$ cat src/rtl/rst_seq.sv
// Reset sequencer: waits for a stable clock-source lock, releases the divider reset, then the system reset.
// Optional lock-loss counter output loss_cnt is built when RST_SEQ_LOSSCNT_EN is defined.
module rst_seq #(
  parameter int STABLE_CYC  = 16,
  parameter int SYS_DLY_CYC = 8,
  parameter int SYNC_STAGES = 2
) (
  input  logic       clk_in,
  input  logic       rst,
  input  logic       lock_in,
  input  logic       sw_rst_req,
  output logic       div_rstn,
  output logic       sys_rst,
  output logic       ready,
  output logic [2:0] state_o
`ifdef RST_SEQ_LOSSCNT_EN
  ,
  output logic [7:0] loss_cnt
`endif
);

  // state     | meaning
  // WAIT_LOCK | holding all resets, waiting for synchronized lock
  // STABLE    | lock seen, counting STABLE_CYC lock-high edges
  // DIV_REL   | divider running, counting SYS_DLY_CYC edges
  // READY     | sequence complete, system out of reset
  typedef enum logic [2:0] {
    WAIT_LOCK = 3'd0,
    STABLE    = 3'd1,
    DIV_REL   = 3'd2,
    READY     = 3'd3
  } state_t;

  localparam int MAX_CYC = (STABLE_CYC > SYS_DLY_CYC) ? STABLE_CYC : SYS_DLY_CYC;
  localparam int CW      = $clog2(MAX_CYC + 1);
  localparam logic [CW-1:0] STABLE_TC = CW'(STABLE_CYC - 1);
  localparam logic [CW-1:0] DLY_TC    = CW'(SYS_DLY_CYC - 1);

  state_t                 state, state_nxt;
  logic [CW-1:0]          cnt, cnt_nxt;
  logic [SYNC_STAGES-1:0] sync;
  logic                   lock_s;

  always_ff @(posedge clk_in or posedge rst) begin
    if (rst) sync <= '0;
    else     sync <= {sync[SYNC_STAGES-2:0], lock_in};
  end

  assign lock_s = sync[SYNC_STAGES-1];

  always_comb begin
    state_nxt = state;
    cnt_nxt   = cnt;
    case (state)
      WAIT_LOCK: begin
        cnt_nxt = '0;
        if (lock_s) state_nxt = STABLE;
      end
      STABLE: begin
        if (!lock_s) begin
          state_nxt = WAIT_LOCK;
          cnt_nxt   = '0;
        end else if (cnt == STABLE_TC) begin
          state_nxt = DIV_REL;
          cnt_nxt   = '0;
        end else begin
          cnt_nxt = cnt + CW'(1);
        end
      end
      DIV_REL: begin
        if (!lock_s) begin
          state_nxt = WAIT_LOCK;
          cnt_nxt   = '0;
        end else if (cnt == DLY_TC) begin
          state_nxt = READY;
          cnt_nxt   = '0;
        end else begin
          cnt_nxt = cnt + CW'(1);
        end
      end
      READY: begin
        // lock loss wins over a same-cycle software request
        if (!lock_s) begin
          state_nxt = WAIT_LOCK;
          cnt_nxt   = '0;
        end else if (sw_rst_req) begin
          state_nxt = DIV_REL;
          cnt_nxt   = '0;
        end
      end
      default: begin
        state_nxt = WAIT_LOCK;
        cnt_nxt   = '0;
      end
    endcase
  end

  // Outputs are decoded from the next state so they change on the same edge as the state.
  always_ff @(posedge clk_in or posedge rst) begin
    if (rst) begin
      state    <= WAIT_LOCK;
      cnt      <= '0;
      div_rstn <= 1'b0;
      sys_rst  <= 1'b1;
      ready    <= 1'b0;
    end else begin
      state    <= state_nxt;
      cnt      <= cnt_nxt;
      div_rstn <= (state_nxt == DIV_REL) || (state_nxt == READY);
      sys_rst  <= (state_nxt != READY);
      ready    <= (state_nxt == READY);
    end
  end

  assign state_o = state;

`ifdef RST_SEQ_LOSSCNT_EN
  logic loss;
  assign loss = !lock_s && ((state == STABLE) || (state == DIV_REL) || (state == READY));

  always_ff @(posedge clk_in or posedge rst) begin
    if (rst)                            loss_cnt <= 8'd0;
    else if (loss && loss_cnt != 8'hFF) loss_cnt <= loss_cnt + 8'd1;
  end
`else
  // loss counter not built
`endif

endmodule
$ cat config.mk
export PLATFORM = sky130hd
export DESIGN_NAME = rst_seq
export DESIGN_NICKNAME = d
export VERILOG_FILES = /design/src/rtl/rst_seq.sv
export SDC_FILE = /design/constraint.sdc
export NUM_CORES = 1
export LEC_CHECK = 0
export ABC_AREA = 1
export ABC_CLOCK_PERIOD_IN_PS = 1350
export BUFFER_PORTS_ARGS = -buffer_cell sky130_fd_sc_hd__buf_2
export CAP_MARGIN = 20
export CORE_MARGIN = 8
export CORE_UTILIZATION = 35
export CTS_CLUSTER_DIAMETER = 50
export CTS_CLUSTER_SIZE = 28
export DETAILED_ROUTE_END_ITERATION = 8
export PLACE_DENSITY = 0.52
export SLEW_MARGIN = 25
export SYNTH_ARGS = -nofsm -noshare
export SYNTH_HDL_FRONTEND = slang
export SYNTH_SLANG_ARGS = --single-unit
$ cat constraint.sdc
create_clock -name clk_in -period 1.35 [get_ports clk_in]
set_clock_uncertainty 0.1 [all_clocks]
set_input_delay 0.405 -clock clk_in [delete_from_list [all_inputs] [get_ports clk_in]]
set_output_delay 0.405 -clock clk_in [all_outputs]
set_load 0.01 [all_outputs]
* Word level (Yosys, flattened, before mapping) *
Index checks and enable logic that the tools add are counted.

operators by class
  muxes and demuxes = 15
  eq/ne operators = 9
  add/subtract/negate cells = 1
  reductions and logical operators = 2

operators by type and width
  cell                                                                    number
  5-bit two-way mux                                                       6
  3-bit two-way mux                                                       7
  5-bit one-hot mux with 3 select lines                                   1
  3-bit by 2-bit equality test with 1-bit output (second input constant)  4
  3-bit one-hot mux with 4 select lines                                   1
  5-bit by 1-bit adder with 5-bit output (second input constant)          1
  5-bit by 3-bit equality test with 1-bit output (second input constant)  1
  5-bit by 4-bit equality test with 1-bit output (second input constant)  1
  3-bit by 1-bit equality test with 1-bit output (second input constant)  1
  3-bit logical NOT                                                       1
  3-bit by 2-bit != test with 1-bit output (second input constant)        1
  3-bit != test (second input constant)                                   1
  1-bit logical OR                                                        1

storage, ports and cells
  logic and storage cells = 33
  output and inout bits = 6
  flip-flop bits (word level) = 13

* Depth between registers and ports, before layout *
  depth after elaboration = 6
  gate-level depth with buffers = 7
  mapped depth without buffers = 7

* Least setup slack after synthesis *
Ideal clock, no wire load.

  path type = register -> register
  from = register cnt[0]
  to = register state[0] (netlist: state_o[0])
  clock period less this slack = 1.478 ns
  data required time = 1.128 ns
  setup time = 0.122 ns
  path slack = -0.128 ns
  arrival = 1.256 ns
  cell stages (with the launch flop) = 8
  cells stage by stage = dfrtp_1 > ha_1 > nand2_2 > nor2_1 > ha_1 > inv_1 > o2111ai_1 > nand2_2

on the way
  longest elaborated chain between the ends = 4
  elaborated cells on any way between the ends = 7
  those cells by class = 2 x eq/ne; 5 x mux

ends and longest elaborated chain
  what                                                                                                                     line    RTL
  from (decl)                                                                                                              40      logic [CW-1:0] cnt, cnt_nxt;
  from (signal assigned)                                                                                                   108     cnt <= cnt_nxt;
  5-bit by 3-bit equality test with 1-bit output / 5-bit by 4-bit equality test with 1-bit output (equally long branches)  74, 63
  3-bit two-way mux (on tied branches)                                                                                     74, 63
  3-bit two-way mux (on tied branches)                                                                                     71, 60
  3-bit one-hot mux with 4 select lines (*)                                                                                54      case (state)
  named net state_nxt[0]                                                                                                   39      state_t state, state_nxt;
  to (signal assigned)                                                                                                     107     state <= state_nxt;
  to (decl)                                                                                                                39

The timed path passes the listed nets; every way through them passes the cells marked *.
A chain may end at the register's enable or synchronous reset.

* Worst setup path in the final report *
  from = register sys_rst
  to = output sys_rst

RTL lines
  what                    line  RTL
  from (decl)             13    output logic sys_rst,
  from (signal assigned)  110   sys_rst <= (state_nxt != READY);

No word-level cell between the ends.

==> impl_results.md <==
- Status: finished with violations
- Violated checks: negative setup slack
- Commonest non-fill, non-tap cells in the layout: buf_4, dfrtp_1, nand3_1
- Mapped Area: between 600 and 700 sq um
- Die Wd: about 60 um
- Tmin final: ~1.4 ns
- Die Footprint: 3600 sq um
- Endpoints failing hold: 0
- Fin cells: between 100 and 150
- GRT Util Overall: 10.7%
- H-tree levels: 1
- Leakage: between 0.0004 and 0.0005 uW
- Fmax: 713 MHz
- I/O pin total: 10
- Clk Tree Root Cell: clkbuf_4
- Placed Area: roughly 850 sq um
- Worst min path class: input port to asynchronous set/reset pin
- Synth Area in Compound Gates: approximately 4.6%
- # diodes: 0
- Routability Congestion: ~0.75
- TritonCTS Buffers: 3
- Worst Path Max Fanout: 1
- Count of cell types in the netlist: 19
- # setup viols final: 2
- Unrepaired setup endpoints after global routing: yes
- Syn_nets: 83
- Fin. max-slew vios: 0
- Largest net degree at the start of global routing: 14
- Synthesized area per cell: slightly below 9 sq um
- Simple-gate share of the synthesized area: 32.7%
- DRC: 0
- Dpl cells: 120
- Data arrival time of the critical path: around 0.9 ns
- Area Overhead vs Synth: 47.0%
- CTS Sinks: 13
- # rows: 16
- Synth Area in XOR/XNOR: 0%
- Crit-path cells: buf_6
- Dpl hpwl: 1130 um
- Total gr overflow: 0
- VDD IR max: 0.000531 V
- 1st-pass router iterations: 4
- R2r setup slk: -0.03 ns
- Synthesis Warnings: 0
- Worst Path Buf+Inv: 1
- Drt first-iter violations: 6
- Vias in the first global route: between 600 and 700
- Delay of the slowest critical-path stage: 0.53 ns
- Design Area, Final: between 900 and 1000 sq um
- WL per Instance: 12.2 um
- Pwr dens: 703 nW/um^2
- Main combinational cell family by area after synthesis: simple AND/OR/NAND/NOR gates
- Core Region: ~1900 sq um
- Final antenna-violating net count: 0
- Hold-fix buffers at CTS: 0
- Worst setup path class: register to primary output
- IO buf count: 9
- Post-Synth Adder-Cell Area: roughly 5.5%
- Die Span Y: between 50 and 60 um
- Vias per cell: around 4.7
- Share of layout cells above drive strength 1: between 50% and 60%
- Final wirelength: approximately 1600 um
- Synth Register Bits: 13
- Multiplexer share of the synthesized area: 0%
- Initial core utilization: a little over a third
- Top delay family on crit path: flip-flops
- First-pass GRT wire length: 2860 um
- Crit-path slowest cell: dfstp_2
- Filler cell count: 190
- Register area: between 300 and 400 sq um
- Worst skew pair latency: around 0.27 ns
- WP data required: around 0.85 ns
- Maxcap violations: 0
- Area of the multi-input gates: roughly 380 sq um
- Commonest non-fill, non-tap cell in the layout: buf_4
- Vias: 612
- Cells after Synth: 76
- CTS tree: done
- Layout Nets: between 100 and 150
- Final period util: 104%
- Sequential area share after synthesis: around 48%
- Initial antenna violation count: 0
- Maximum clock insertion buffer count: 2
- Critical path capture point type: primary output
- Fin worst setup slack: -0.0524 ns
- CP startpoint kind: register
- Clk slew on worst S/H paths: around 0.08 ns
## power by group
part	switching, uW	internal [uW]
registers	4.26	396
clock network	122	114
logic	36.5	25.3
## metal layers
layer,vias up,part of all wire (%),GRT usage [%]
met4,0,0.89,6.80
met2,6,48,16.6
met1,295,47,12.2
li1,309,-,-
met3,2,3.7,3.44
met5,-,0,0
## stage by stage
| step | worst slack [ns] | utilization [%] | power [uW] | TNS, ns | hold WS (ns) |
|---|---|---|---|---|---|
| 2_1_floorplan | -0.00918 | - | 433 | -0.00918 | 0.181 |
| 6_report | -0.0524 | 52.9 | 699 | -0.0840 | 0.00868 |
| 5_1_grt | -0.0990 | 52.9 | 747 | -0.660 | 0.00573 |
| 3_5_place_dp | -0.0351 | 45.3 | 455 | -0.0568 | 0.246 |
| 3_3_place_gp | -0.0106 | 45.3 | 455 | -0.0106 | 0.244 |
| 4_1_cts | -0.0663 | 49.6 | 706 | -0.111 | 0.00939 |
## registers in the layout, summed over array words and instances, names as in the netlist
signal    cells
state_o       3
sync          2
sys_rst       1
ready         1
div_rstn      1
cnt           5
## cell type report
type | count | share of cell area (%)
clock buffer | 4 | 2.64
inverter | 14 | 5.53
multi-input combinational | 48 | 38.4
sequential | 13 | 32.8
tap | 27 | 3.40
timing repair buffer | 24 | 17.2
## what timing repair did
| item | 4_1_cts | 5_1_grt |
|---|---|---|
| endpoints found under the setup margin | 7 | 13 |
| resized for setup | 3 | 15 |
| pin swaps | 2 | 10 |
| setup buffers | 5 | 1 |
## cells in the mapped netlist
cell type / count / share of area, %
ha_1: 3 / 5.5
nor3_4: 1 / 2.4
clkbuf_1: 1 / 0.55
a211oi_1: 2 / 2.2
nand4_1: 6 / 5.5
nor3_2: 1 / 1.5
o211ai_1: 1 / 1.1
inv_2: 2 / 1.1
dfrtp_1: 12 / 44
nand2_1: 7 / 3.9
nand4_2: 1 / 1.8
nand2_2: 3 / 2.8
inv_1: 12 / 6.7
dfstp_2: 1 / 3.9
conb_1: 1 / 0.55
nand3_2: 1 / 1.5
nor2_1: 8 / 4.4
nand3_1: 12 / 8.9
o2111ai_1: 1 / 1.3
## worst paths after layout
path                                     from  cells after the start                   end
setup / recovery            sys_rst$_DFF_PP1_                      1               sys_rst
hold / removal                            rst                      3     sync[1]$_DFF_PP0_
setup reg to reg           cnt[1]$_DFFE_PP0P_                      7  state_o[0]$_DFF_PP0_
hold reg to reg             sync[0]$_DFF_PP0_                      0     sync[1]$_DFF_PP0_
max in group asynchronous                 rst                      3     sys_rst$_DFF_PP1_
min in group clk_in                   lock_in                      1     sync[0]$_DFF_PP0_
## logic make-up (layout without fill, tap and decap cells)
family | Yosys count | count (layout)
AOI/OAI and AO/OA | 4 | 4
adders and majority gates | 3 | 3
buffers and inverters | 15 | 42
DFF | 13 | 13
other | 1 | 1
and+or+nand+nor | 40 | 40
(Power assumes the default switching activity.)
